==> src/rtl/alu_share_arbiter_pkg.sv <==
// Shared definitions for the time-shared ALU arbiter: ALU control codes and FSM state encoding.
package alu_share_arbiter_pkg;

    localparam logic [3:0] ALU_ADD       = 4'b0000;
    localparam logic [3:0] ALU_SUB       = 4'b0001;
    localparam logic [3:0] ALU_AND       = 4'b0010;
    localparam logic [3:0] ALU_OR        = 4'b0011;
    localparam logic [3:0] ALU_SLL       = 4'b0100;
    localparam logic [3:0] ALU_SLT       = 4'b0101;
    localparam logic [3:0] ALU_XOR       = 4'b0110;
    localparam logic [3:0] ALU_SRL       = 4'b0111;
    localparam logic [3:0] ALU_SRA       = 4'b1000;
    localparam logic [3:0] ALU_MAX_LEGAL = 4'b1000;

    typedef enum logic [1:0] {
        ST_IDLE = 2'd0,
        ST_EXEC = 2'd1,
        ST_RESP = 2'd2
    } state_e;

    function automatic logic op_illegal(input logic [3:0] op);
        return op > ALU_MAX_LEGAL;
    endfunction

endpackage

==> src/rtl/alu_share_arbiter_if.sv <==
// Request/response, shared-ALU and status signals of the arbiter, bundled with both-side modports.
interface alu_share_arbiter_if #(
    parameter int unsigned NREQ = 2,
    parameter int unsigned W    = 32,
    parameter int unsigned IDW  = 1
);
    logic [NREQ-1:0]   req_valid;
    logic [NREQ-1:0]   req_ready;
    logic [4*NREQ-1:0] req_op;
    logic [W*NREQ-1:0] req_a;
    logic [W*NREQ-1:0] req_b;
    logic [NREQ-1:0]   rsp_valid;
    logic [NREQ-1:0]   rsp_ready;
    logic [W-1:0]      rsp_data;
    logic              rsp_zero;
    logic              rsp_err;
    logic [3:0]        alu_ctrl;
    logic [W-1:0]      alu_a;
    logic [W-1:0]      alu_b;
    logic [W-1:0]      alu_result;
    logic              busy;
    logic [IDW-1:0]    grant_id;

    modport slave (
        input  req_valid, req_op, req_a, req_b, rsp_ready, alu_result,
        output req_ready, rsp_valid, rsp_data, rsp_zero, rsp_err,
        output alu_ctrl, alu_a, alu_b, busy, grant_id
    );

    modport master (
        output req_valid, req_op, req_a, req_b, rsp_ready, alu_result,
        input  req_ready, rsp_valid, rsp_data, rsp_zero, rsp_err,
        input  alu_ctrl, alu_a, alu_b, busy, grant_id
    );
endinterface

==> src/rtl/alu_share_arbiter_rr_picker.sv <==
// Round-robin picker: first set request at or after the pointer, wrapping NREQ-1 -> 0.
module alu_share_arbiter_rr_picker #(
    parameter int unsigned NREQ = 2,
    parameter int unsigned IDW  = 1
) (
    input  logic [NREQ-1:0] i_req,
    input  logic [IDW-1:0]  i_ptr,
    output logic [NREQ-1:0] o_grant,
    output logic [IDW-1:0]  o_idx,
    output logic            o_any
);
    logic [IDW-1:0] w_idx;
    logic           w_found;

    always_comb begin
        o_grant = '0;
        o_idx   = '0;
        w_idx   = '0;
        w_found = 1'b0;
        for (int unsigned k = 0; k < NREQ; k++) begin
            w_idx = IDW'((32'(i_ptr) + k) % NREQ);
            if (!w_found && i_req[w_idx]) begin
                w_found        = 1'b1;
                o_grant[w_idx] = 1'b1;
                o_idx          = w_idx;
            end
        end
    end

    assign o_any = w_found;

endmodule

==> src/rtl/alu_share_arbiter.sv <==
// Time-shares one combinational ALU between NREQ requesters: round-robin grant, registered
// operands, one operation in flight (IDLE -> EXEC -> RESP).
module alu_share_arbiter
    import alu_share_arbiter_pkg::*;
#(
    parameter int unsigned NREQ = 2,
    parameter int unsigned W    = 32,
    parameter int unsigned IDW  = (NREQ > 1) ? $clog2(NREQ) : 1
) (
    input logic                clk,
    input logic                rst_n,
    alu_share_arbiter_if.slave bus
);
    state_e          r_state, w_state_next;
    logic [IDW-1:0]  r_ptr, w_ptr_next;
    logic [IDW-1:0]  r_grant_id, w_grant_id_next;
    logic [3:0]      r_alu_ctrl, w_alu_ctrl_next;
    logic [W-1:0]    r_alu_a, w_alu_a_next;
    logic [W-1:0]    r_alu_b, w_alu_b_next;
    logic [NREQ-1:0] r_rsp_valid, w_rsp_valid_next;
    logic [W-1:0]    r_rsp_data, w_rsp_data_next;
    logic            r_rsp_zero, w_rsp_zero_next;
    logic            r_rsp_err, w_rsp_err_next;

    logic [NREQ-1:0] w_pick_grant;
    logic [IDW-1:0]  w_pick_idx;
    logic            w_pick_any;
    logic [3:0]      w_op;
    logic [W-1:0]    w_a;
    logic [W-1:0]    w_b;
    logic            w_illegal;

    alu_share_arbiter_rr_picker #(
        .NREQ (NREQ),
        .IDW  (IDW)
    ) u_picker (
        .i_req   (bus.req_valid),
        .i_ptr   (r_ptr),
        .o_grant (w_pick_grant),
        .o_idx   (w_pick_idx),
        .o_any   (w_pick_any)
    );

    always_comb begin
        w_op = '0;
        w_a  = '0;
        w_b  = '0;
        for (int i = 0; i < NREQ; i++) begin
            if (w_pick_idx == IDW'(i)) begin
                w_op = bus.req_op[4*i +: 4];
                w_a  = bus.req_a[W*i +: W];
                w_b  = bus.req_b[W*i +: W];
            end
        end
    end

    assign w_illegal = op_illegal(r_alu_ctrl);

    always_comb begin
        w_state_next     = r_state;
        w_ptr_next       = r_ptr;
        w_grant_id_next  = r_grant_id;
        w_alu_ctrl_next  = r_alu_ctrl;
        w_alu_a_next     = r_alu_a;
        w_alu_b_next     = r_alu_b;
        w_rsp_valid_next = r_rsp_valid;
        w_rsp_data_next  = r_rsp_data;
        w_rsp_zero_next  = r_rsp_zero;
        w_rsp_err_next   = r_rsp_err;
        unique case (r_state)
            ST_IDLE: begin
                if (w_pick_any) begin
                    w_alu_ctrl_next = w_op;
                    w_alu_a_next    = w_a;
                    w_alu_b_next    = w_b;
                    w_grant_id_next = w_pick_idx;
                    w_state_next    = ST_EXEC;
                end
            end
            ST_EXEC: begin
                // Illegal codes report a clean zero result rather than whatever the ALU emits.
                w_rsp_data_next  = w_illegal ? '0 : bus.alu_result;
                w_rsp_zero_next  = w_illegal || (bus.alu_result == '0);
                w_rsp_err_next   = w_illegal;
                w_rsp_valid_next = NREQ'(1) << r_grant_id;
                w_state_next     = ST_RESP;
            end
            ST_RESP: begin
                if (bus.rsp_ready[r_grant_id]) begin
                    w_rsp_valid_next = '0;
                    w_ptr_next       = (r_grant_id == IDW'(NREQ - 1)) ? '0
                                                                      : r_grant_id + IDW'(1);
                    w_state_next     = ST_IDLE;
                end
            end
            default: w_state_next = ST_IDLE;
        endcase
    end

    always_ff @(posedge clk or negedge rst_n) begin
        if (!rst_n) begin
            r_state     <= ST_IDLE;
            r_ptr       <= '0;
            r_grant_id  <= '0;
            r_alu_ctrl  <= ALU_ADD;
            r_alu_a     <= '0;
            r_alu_b     <= '0;
            r_rsp_valid <= '0;
            r_rsp_data  <= '0;
            r_rsp_zero  <= 1'b0;
            r_rsp_err   <= 1'b0;
        end else begin
            r_state     <= w_state_next;
            r_ptr       <= w_ptr_next;
            r_grant_id  <= w_grant_id_next;
            r_alu_ctrl  <= w_alu_ctrl_next;
            r_alu_a     <= w_alu_a_next;
            r_alu_b     <= w_alu_b_next;
            r_rsp_valid <= w_rsp_valid_next;
            r_rsp_data  <= w_rsp_data_next;
            r_rsp_zero  <= w_rsp_zero_next;
            r_rsp_err   <= w_rsp_err_next;
        end
    end

    // Accept pulse is suppressed while reset is held so every output reads zero during reset.
    assign bus.req_ready = (r_state == ST_IDLE && rst_n) ? w_pick_grant : '0;
    assign bus.rsp_valid = r_rsp_valid;
    assign bus.rsp_data  = r_rsp_data;
    assign bus.rsp_zero  = r_rsp_zero;
    assign bus.rsp_err   = r_rsp_err;
    assign bus.alu_ctrl  = r_alu_ctrl;
    assign bus.alu_a     = r_alu_a;
    assign bus.alu_b     = r_alu_b;
    assign bus.busy      = (r_state != ST_IDLE);
    assign bus.grant_id  = r_grant_id;

endmodule

==> src/flat_wrapper.sv <==
// flat-port wrapper written by rule: the top's interface ports become plain ports
module alu_share_arbiter_flat import alu_share_arbiter_pkg::*;
#(
    parameter int unsigned NREQ = 2,
    parameter int unsigned W    = 32,
    parameter int unsigned IDW  = (NREQ > 1) ? $clog2(NREQ) : 1
)
  (clk, rst_n, bus_req_valid, bus_req_op, bus_req_a, bus_req_b, bus_rsp_ready, bus_alu_result, bus_req_ready, bus_rsp_valid, bus_rsp_data, bus_rsp_zero, bus_rsp_err, bus_alu_ctrl, bus_alu_a, bus_alu_b, bus_busy, bus_grant_id);
  alu_share_arbiter_if #(.NREQ(NREQ), .W(W), .IDW(IDW)) bus_i ();
  input logic clk;
  input logic rst_n;
  input wire logic [$bits(bus_i.req_valid)-1:0] bus_req_valid;
  input wire logic [$bits(bus_i.req_op)-1:0] bus_req_op;
  input wire logic [$bits(bus_i.req_a)-1:0] bus_req_a;
  input wire logic [$bits(bus_i.req_b)-1:0] bus_req_b;
  input wire logic [$bits(bus_i.rsp_ready)-1:0] bus_rsp_ready;
  input wire logic [$bits(bus_i.alu_result)-1:0] bus_alu_result;
  output wire logic [$bits(bus_i.req_ready)-1:0] bus_req_ready;
  output wire logic [$bits(bus_i.rsp_valid)-1:0] bus_rsp_valid;
  output wire logic [$bits(bus_i.rsp_data)-1:0] bus_rsp_data;
  output wire logic [$bits(bus_i.rsp_zero)-1:0] bus_rsp_zero;
  output wire logic [$bits(bus_i.rsp_err)-1:0] bus_rsp_err;
  output wire logic [$bits(bus_i.alu_ctrl)-1:0] bus_alu_ctrl;
  output wire logic [$bits(bus_i.alu_a)-1:0] bus_alu_a;
  output wire logic [$bits(bus_i.alu_b)-1:0] bus_alu_b;
  output wire logic [$bits(bus_i.busy)-1:0] bus_busy;
  output wire logic [$bits(bus_i.grant_id)-1:0] bus_grant_id;
  assign bus_i.req_valid = bus_req_valid;
  assign bus_i.req_op = bus_req_op;
  assign bus_i.req_a = bus_req_a;
  assign bus_i.req_b = bus_req_b;
  assign bus_i.rsp_ready = bus_rsp_ready;
  assign bus_i.alu_result = bus_alu_result;
  assign bus_req_ready = bus_i.req_ready;
  assign bus_rsp_valid = bus_i.rsp_valid;
  assign bus_rsp_data = bus_i.rsp_data;
  assign bus_rsp_zero = bus_i.rsp_zero;
  assign bus_rsp_err = bus_i.rsp_err;
  assign bus_alu_ctrl = bus_i.alu_ctrl;
  assign bus_alu_a = bus_i.alu_a;
  assign bus_alu_b = bus_i.alu_b;
  assign bus_busy = bus_i.busy;
  assign bus_grant_id = bus_i.grant_id;
  alu_share_arbiter #(.NREQ(NREQ), .W(W), .IDW(IDW)) u_core (.clk(clk), .rst_n(rst_n), .bus(bus_i));
endmodule
==> config.mk <==
export PLATFORM = sky130hd
export DESIGN_NAME = alu_share_arbiter_flat
export DESIGN_NICKNAME = d
export VERILOG_FILES = /design/src/rtl/alu_share_arbiter_pkg.sv /design/src/rtl/alu_share_arbiter_if.sv /design/src/rtl/alu_share_arbiter_rr_picker.sv /design/src/rtl/alu_share_arbiter.sv /design/src/flat_wrapper.sv
export SDC_FILE = /design/constraint.sdc
export NUM_CORES = 1
export LEC_CHECK = 0
export CELL_PAD_IN_SITES_DETAIL_PLACEMENT = 1
export CELL_PAD_IN_SITES_GLOBAL_PLACEMENT = 2
export CORE_UTILIZATION = 23
export CTS_CLUSTER_DIAMETER = 100
export DETAILED_ROUTE_END_ITERATION = 7
export GPL_TIMING_DRIVEN = 0
export PLACE_DENSITY = 0.85
export SLEW_MARGIN = 5
export SYNTH_ARGS = -nofsm -noshare
export SYNTH_HDL_FRONTEND = slang
export SYNTH_SLANG_ARGS = --single-unit
==> constraint.sdc <==
create_clock -name clk -period 3.5 [get_ports clk]
set_clock_uncertainty 0.05 [all_clocks]
set_input_delay 0.7 -clock clk [delete_from_list [all_inputs] [get_ports clk]]
set_output_delay 0.7 -clock clk [all_outputs]
set_load 0.05 [all_outputs]
* Word-level counts from Yosys, hierarchy flattened *
Index checks and enable logic that the tools add are counted.

word-level totals
  register bits after elaboration = 108

cells by class
  reduce and logical (&&, ||, !) cells = 14
  bitwise gates (word level) = 1
  equal/unequal tests = 4
  shifts and indexed selects = 1
  add/sub/neg operators = 2
  order comparisons = 6
  mux-type cells = 26

operator list
  cell                                                                           number
  32-bit 2-to-1 mux                                                              3
  32-bit zero test                                                               1
  1-bit 2-to-1 mux                                                               13
  2-bit 2-to-1 mux                                                               5
  2-bit AND reduction                                                            4
  1-bit by 2-bit less-than comparator with 1-bit output (second input constant)  3
  2-bit one-hot mux with 3 select lines                                          1
  4-bit > comparator (second input constant)                                     1
  1-bit logical AND                                                              4
  4-bit 2-to-1 mux                                                               1
  2-bit one-hot mux with 2 select lines                                          1
  2-bit nonzero test                                                             2
  1-bit adder (second input constant)                                            2
  1-bit demux with 1-bit select                                                  2
  2-bit by 1-bit equality test with 1-bit output (second input constant)         1
  2-bit equality test (second input constant)                                    1
  1-bit greater-or-equal comparator (second input constant)                      2
  2-bit zero test                                                                1
  2-bit by 1-bit inequality test with 1-bit output (second input constant)       1
  2-bit inequality test (second input constant)                                  1
  2-bit OR                                                                       1
  1-bit by 1-bit left shift with 2-bit output (first input constant)             1
  1-bit zero test                                                                1
  1-bit logical OR                                                               1

* Depth between registers and ports, before layout *
  word-level depth = 8
  gate-level depth with buffers = 6

* Hierarchy *
From an unflattened synthesis, not the netlist that was laid out.

second synthesis, totals
  cell total of the unflattened synthesis = 421
  area, all modules = 4765.8 um^2

modules (own cells, without submodules)
  module                       cells each  area an instance (um^2)  instances
  alu_share_arbiter            416         4733.3                   1
  alu_share_arbiter_rr_picker  5           32.5                     1

* Worst setup path before layout *
Ideal clock, no wire load.

  path kind = input to output
  start = input bus_req_valid[0]
  end = output bus_req_ready[0]
  arrival = 1.927 ns
  stages = 2
  slack = 0.823 ns
  cell sequence = inv_1 -> a211oi_1

between the ends
  word-level cells in the longest chain between the ends = 7
  elaborated cells on any way between the ends = 11

RTL lines
  what                                                 line                               RTL
  start, declared                                      flat_wrapper.sv:12                 input wire logic [$bits(bus_i.req_valid)-1:0] bus_req_valid;
  1-bit 2-to-1 mux (implied by the code) (2 in a row)  alu_share_arbiter_rr_picker.sv:22  if (!w_found && i_req[w_idx]) begin
  1-bit 2-to-1 mux                                     alu_share_arbiter_rr_picker.sv:22
  1-bit zero test                                      alu_share_arbiter_rr_picker.sv:22
  1-bit logical AND                                    alu_share_arbiter_rr_picker.sv:22
  2-bit 2-to-1 mux (*)                                 alu_share_arbiter_rr_picker.sv:22
  2-bit 2-to-1 mux (*)                                 alu_share_arbiter.sv:127           assign bus.req_ready = (r_state == ST_IDLE && rst_n) ? w_pick_grant : '0;
  end, declared                                        flat_wrapper.sv:18                 output wire logic [$bits(bus_i.req_ready)-1:0] bus_req_ready;

Mark *: on every way between the ends. The rest lies on a longest branch, timed or not. The select of a mux whose other input is x is not followed.

* Worst setup path after layout *
Ends and elaborated chain as after synthesis.

==> results summary <==
The number of max-capacitance violations reported came out at 0. The area share of the largest cell type after synthesis is 57.0%. Net switching is 50.1% of the power. The kind of cell with the highest combined delay along the critical path is buffers and inverters. For this block, the via count after detailed routing is 4448. The number of placed instances, taps included, is 972.

The placed instances occupy a cell area of 7920 um^2. The worst path uses 90.3% of the clock period. The net count reported at finish is 887. The post-synthesis cell count is 420.

The floorplan step set the die width to 146 um. The multiplexer fraction of the synthesized cell area is 14.3%. The part of the power in registers is 26.3%. The area of the core came out at 20200 um^2. The tightest min-delay check is of the primary input to asynchronous set/reset pin type. Along the worst path, the maximum fanout reaches 2. The worst endpoint required time came out at 2.75 ns. The number of vias per cell after detailed routing is 4.51. The worst hold slack after final layout is 0.218 ns. Ranked by total cell area, the synthesized netlist is headed by sky130_fd_sc_hd__dfrtp_1 (57%), sky130_fd_sc_hd__mux2i_1 (14%), sky130_fd_sc_hd__a21oi_1 (7.4%). The net switching component of the power is 4250 uW. Measured against its own limit, the worst slew margin works out to 62.1%.

The maximum clock path buffer count came out at 2. The highest attainable clock frequency came out at 316 MHz. The final estimated routing congestion in global placement came out at 0.833. The number of buffers inserted during clock tree synthesis came out at 9. Traced cell by cell, the critical path runs through clkdlybuf4s50_1 -> inv_1 -> a211oi_1 -> clkdlybuf4s50_1. The count of nets left with antenna violations once routing finished came out at 0.

The DRC violations left came out at 0. The worst-case IR drop observed on VDD is 0.000394 V. Data on the critical path arrives at its endpoint at 2.41 ns. The total standard cell area after synthesis came out at 4740 um^2. The setup TNS after final layout is 0 ns.

The run finished with clean final reports. The ratio of cells with drive above 1 in the final layout came out at 10.9%. From synthesis to final layout, the design area changed by 73.4%. The net count of the mapped netlist came out at 594. For this run, the number of Yosys warnings is 0.

The H-tree was split into 3 levels. The cell area power density came out at 1030 nW/um^2. TritonCTS built the clock tree. The most used cell along the critical path is sky130_fd_sc_hd__clkdlybuf4s50_1. The worst setup path is launched from a primary input. The cell sitting at the root of the clock tree is a sky130_fd_sc_hd__clkbuf_16.

Global routing consumed, over all layers together, 16.7% of the routing resources. The number of max-slew violations in the final report was 0. The routed wirelength normalized by instance count came out at 18.0 um. Setup repair after global routing left no endpoint under its margin.

The highest cell delay on the worst timing path came out at 0.87 ns. The wire length reported by the detailed router is 17700 um. The number of port buffers is 281.

The I/O pin count came out at 282. The number of iterations in the first detailed-routing pass is 4. The clock network fraction of total power came out at 12.4%. The analysis attributes to cell leakage a power of 0.00351 uW. The number of setup violations in the final report came out at 0. The later pin in the worst-skew pair is clocked with a latency of 0.34 ns. The antenna diode count is 0. Leaving out fill and tap cells, the most frequent cell in the layout is sky130_fd_sc_hd__clkdlybuf4s50_1. A synthesized cell averages 11.3 um^2. Global routing finished with a remaining overflow of 0. The number of buffer and inverter instances along the worst setup path came out at 3.

The first-pass GRT wire length is 27600 um. After synthesis, the largest family of logic cells by area is compound AO/OA/AOI/OAI gates. Of the total power, combinational logic draws 61.3%. In this run, the number of DRC markers left after iteration 0 of detailed routing was 126. At the pin with the least slew margin, the transition time is 0.566 ns.

The synthesized netlist devotes 0% of its cell area to adder and majority cells. The cell area after layout came out at 8220 um^2. The initial core utilization came out at 23.4%. The total internal power is 4220 uW.

Clock-pin slew was measured on the worst setup and hold paths at 0.07 ns. In the layout the commonest cells are sky130_fd_sc_hd__clkdlybuf4s50_1 (279), sky130_fd_sc_hd__dfrtp_1 (108), sky130_fd_sc_hd__nor2_1 (74), sky130_fd_sc_hd__a21oi_1 (70), sky130_fd_sc_hd__mux2i_1 (68). The minimum clock period after layout is 3.16 ns. The fill cell instance count of the final layout is 2228.

The via count of the first global-routing pass is 5018. Of the total synthesized cell area, the portion taken by XOR and XNOR cells is 0%. The worst setup path is captured at an output port.

The y dimension of the die came out at 146 um. After Yosys synthesis, and, or, nand and nor cells account for 8.60% of the synthesized area. The final instance count without filler cells is 987. The final HPWL from detailed placement came out at 14200 um.

The slowest cell on the critical path is sky130_fd_sc_hd__clkdlybuf4s50_1. The floorplan row count is 52. Synthesis instantiated 26 different standard cells from the library. The final hold violation count came to 0.

The sequential share of the synthesized area came out at 57.0%. Summing the areas of all compound-gate instances in the mapped netlist gives 15.9% of the synthesized area. The total of flip-flops plus latches after synthesis is 108.

By startpoint and endpoint, the worst setup path is classified as primary input to output port. Of all cell types, the one taking the most synthesized area is sky130_fd_sc_hd__dfrtp_1. Entering global routing, the biggest net connects 67 pins.

The area enclosed by the die boundary came out at 21200 um^2. The initial antenna violation count is 0. The clock drives 108 sinks.
[layout make-up]
| cell class | count | area (um^2) | area share, % |
|---|---|---|---|
| Multi-Input combinational cell | 279 | 1840 | 22.4 |
| Timing Repair Buffer | 282 | 2840 | 34.6 |
| Sequential cell | 108 | 2700 | 32.9 |
| Tap cell | 270 | 338 | 4.11 |
| Clock inverter | 5 | 60.1 | 0.730 |
| Clock buffer | 10 | 239 | 2.91 |
| Buffer | 30 | 185 | 2.25 |
| Inverter | 3 | 11.3 | 0.137 |
[state kept, by name, indices dropped and copies added (netlist names)]
| signal | cells |
|---|---|
| u_core.bus.alu_a | 32 |
| u_core.bus.alu_b | 32 |
| u_core.bus.alu_ctrl | 4 |
| u_core.bus.grant_id | 1 |
| u_core.bus.rsp_data | 32 |
| u_core.bus.rsp_err | 1 |
| u_core.bus.rsp_valid | 2 |
| u_core.bus.rsp_zero | 1 |
| u_core.r_ptr | 1 |
| u_core.r_state | 2 |
[power groups by stage]
stage                     Clock [uW]  Combinational [uW]  Sequential [uW]
final                           1050                5190             2230
after global routing            1130                5450             2310
after CTS                       1080                5250             2240
after detailed placement           0                5240             2260
after global placement             0                5110             2220
after floorplan                    0                1250             4240
[cell usage after synthesis, drive strengths merged]
library cell and instances:
or3 1, mux2i 68, nor4 8, nand2 7, o21a 2, a21oi 71
o22ai 1, a22o 32, o21ai 5, clkbuf 3, buf 27, nor2 75
a221oi 1, nand4 2, nand3 1, a211oi 2, nand2b 1, inv 3
dfrtp 108, nor2b 2
[final timing paths]
path / cells after the start / slack (ns) / endpoint / start
min: 1 / 0.22 / u_core.bus.alu_a[12] / rst_n
max in group asynchronous: 2 / 2.49 / u_core.bus.rsp_data[15] / rst_n
max: 4 / 0.34 / bus_req_ready[0] / bus_req_valid[0]
max reg2reg: 5 / 1.76 / u_core.bus.alu_a[7] / u_core.r_state[1]
min reg2reg: 1 / 0.46 / u_core.bus.rsp_zero / u_core.bus.rsp_zero
min in group clk: 1 / 0.46 / u_core.bus.rsp_zero / u_core.bus.rsp_zero
[through the flow]
step | utilization (%) | power, uW | worst slack, ns
floorplan | - | 5480 | 0.823
global placement | 39.0 | 7330 | -3.61
detailed placement | 39.2 | 7500 | 0.0248
CTS | 40.6 | 8580 | 0.0302
global route | 40.6 | 8890 | 0.274
finish | 40.6 | 8470 | 0.339
[routing by layer]
layer	vias up	global-route usage [%]	share of wire, %
met5	-	0	0
met4	0	6.58	2.4
met3	26	3.29	5.2
met2	169	30.7	52
met1	2181	18.8	41
li1	2072	-	-
[repair_timing]
item	CTS	global route
endpoints found under the setup margin	0	1
hold buffers	0	0
setup buffers	0	0
resized for setup	0	1
[kinds of logic (layout without fill, tap and decap cells)]
group	Yosys count	in the layout
AOI/OAI and AO/OA	114	114
buffers and inverters	33	330
DFF	108	108
muxes	68	68
and+or+nand+nor	97	97
Note: power is estimated with default switching activity, not from simulation.
==> edit: new RTL, config.mk and constraints unchanged <==
`W` is set to 32 in 3 places; all go to 28.
--- a/src/rtl/alu_share_arbiter_if.sv
+++ b/src/rtl/alu_share_arbiter_if.sv
@@ -1,7 +1,7 @@
 // Request/response, shared-ALU and status signals of the arbiter, bundled with both-side modports.
 interface alu_share_arbiter_if #(
     parameter int unsigned NREQ = 2,
-    parameter int unsigned W    = 32,
+    parameter int unsigned W    = 28,
     parameter int unsigned IDW  = 1
 );
     logic [NREQ-1:0]   req_valid;
--- a/src/rtl/alu_share_arbiter.sv
+++ b/src/rtl/alu_share_arbiter.sv
@@ -4,7 +4,7 @@
     import alu_share_arbiter_pkg::*;
 #(
     parameter int unsigned NREQ = 2,
-    parameter int unsigned W    = 32,
+    parameter int unsigned W    = 28,
     parameter int unsigned IDW  = (NREQ > 1) ? $clog2(NREQ) : 1
 ) (
     input logic                clk,
--- a/src/flat_wrapper.sv
+++ b/src/flat_wrapper.sv
@@ -2,7 +2,7 @@
 module alu_share_arbiter_flat import alu_share_arbiter_pkg::*;
 #(
     parameter int unsigned NREQ = 2,
-    parameter int unsigned W    = 32,
+    parameter int unsigned W    = 28,
     parameter int unsigned IDW  = (NREQ > 1) ? $clog2(NREQ) : 1
 )
   (clk, rst_n, bus_req_valid, bus_req_op, bus_req_a, bus_req_b, bus_rsp_ready, bus_alu_result, bus_req_ready, bus_rsp_valid, bus_rsp_data, bus_rsp_zero, bus_rsp_err, bus_alu_ctrl, bus_alu_a, bus_alu_b, bus_busy, bus_grant_id);
Interface: changed (6 resized); port bits go from 282 to 250. The function was not compared with the original's and may differ.
==> edit against the unedited design <==
Sequential cell count fell by 12; cell area shrank 4.8%; register-to-register slack got worse by 0.22 ns; die area decreased by 1.3%; critical path depth is 2 higher; power decreased by 4.9%; area after synthesis down 1.4%; wire length up 13%; setup slack got worse by 0.13 ns; fmax shrank 3.8%; critical endpoint is now bus_req_ready[1]; largest power group unchanged; highest routed layer unchanged.
==> edit: results (changes against the unedited design) <==
The share of layout cells above drive strength 1 came to 0.0658 (-0.0429). The area after detailed placement was 7520 um^2 (-5.1%). By count the netlist is led by 96 x sky130_fd_sc_hd__dfrtp_1, 63 x sky130_fd_sc_hd__a21oi_1, 62 x sky130_fd_sc_hd__nand3b_1, 62 x sky130_fd_sc_hd__o21ai_0, 51 x sky130_fd_sc_hd__a31oi_1.

The final layout net count came out at 878 (-1.0%). The run finished with clean final reports. The met3 track demand over resource in global routing is 0.0394 (+0.00649).

The clock network power share was 0.129 (+0.005). In this run the worst setup path terminates at bus_req_ready[1]. The HPWL reported at the end of detailed placement is 15200 um (+7.3%).

The post-place setup slack came out at -0.111 ns (-0.136 ns). The maximum fanout count along the critical path is 10 (+8). The layout-stage area growth over the synthesis result is 67.3%.

The wire length on met2 is 10100 um (+10%). The met1 track demand over resource was 0.229 (+0.0405). The relative max-transition margin came to 0.570 (-0.0513). The sequential group share of total power came out at 0.253 (-0.010). The overall track demand over capacity in global routing came out at 0.193 (+0.0259). The portion of the post-synthesis area used by sequential elements came out at 0.514 (-0.0563).

The first-pass iteration count of the detailed router came out at 6 (+2). The first-pass GRT wire length is 30000 um (+9.0%). The synthesized instance count came out at 464 (+10%). The internal power came out at 3.97 mW (-6.0%). The tree is rooted in a sky130_fd_sc_hd__clkbuf_16.

The number of DRC violations after detailed-routing iteration 0 came out at 192 (+52%). The met2 usage is 0.339 (+0.0319). The sequential group power came out at 2.04 mW (-9%). The register-to-register path setup slack was 1.54 ns (-0.22 ns).

The worst hold path belongs to the class in2async. The critical path's largest stage delay was 0.49 ns (-0.38 ns). The placed instance count is 978 (+0.62%).

The via-per-instance ratio came to 4.97 (+10%). The number of nets produced by synthesis came out at 618 (+4.0%). The highest ir drop seen on vdd is 443 uV (+12%). The achievable clock frequency came out at 0.304 GHz (-3.8%).

The length of routed wiring on met1 came out at 8210 um (+14%). The largest net degree at the start of global routing came out at 51 (-24%). The routed length per placed instance is 20.2 um (+12%). The via count of the first global-routing pass is 5284 (+5.3%).

The compound-cell area share of the yosys netlist came to 0.286 (+0.127). The count of cells resized by post-cts repair came out at 2 (+2). The number of distinct library cells after synthesis came out at 30 (+15%). The number of I/O port buffers is 248 (-12%). The static leakage power came out at 2.94 nW (-16%).

After synthesis, the cell types taking the most area are sky130_fd_sc_hd__dfrtp_1 51%, sky130_fd_sc_hd__nand3b_1 9.9%, sky130_fd_sc_hd__a31oi_1 6.8%. The number of vias in the routed layout is 4942 (+11%). In this run the critical register-to-register path is captured at u_core.bus.alu_b[27]. The final hold slack is 0.238 ns (+0.0192 ns).
edit: changes by cell type in the layout (fill, tap and decap cells not counted), moves of 27 or more:
cell                              unedited run  this run
sky130_fd_sc_hd__clkbuf_1                    3        38
sky130_fd_sc_hd__a22o_1                      1        28
sky130_fd_sc_hd__a22o_2                     31         0
sky130_fd_sc_hd__nor2_1                     74         6
sky130_fd_sc_hd__nand3b_1                    0        62
sky130_fd_sc_hd__a31oi_1                     0        51
sky130_fd_sc_hd__mux2i_1                    68         0
sky130_fd_sc_hd__o21ai_0                     4        62
sky130_fd_sc_hd__clkdlybuf4s50_1           279       246
edit: final cells by class:
type | count | share of cell area
clock buffer | 9 | 0.0288
multi-input combinational | 312 | 0.255
buffer | 54 | 0.0356
inverter | 2 | 0.000959
clock inverter | 7 | 0.0101
sequential | 96 | 0.307
timing repair buffer | 249 | 0.321
tap | 265 | 0.0424
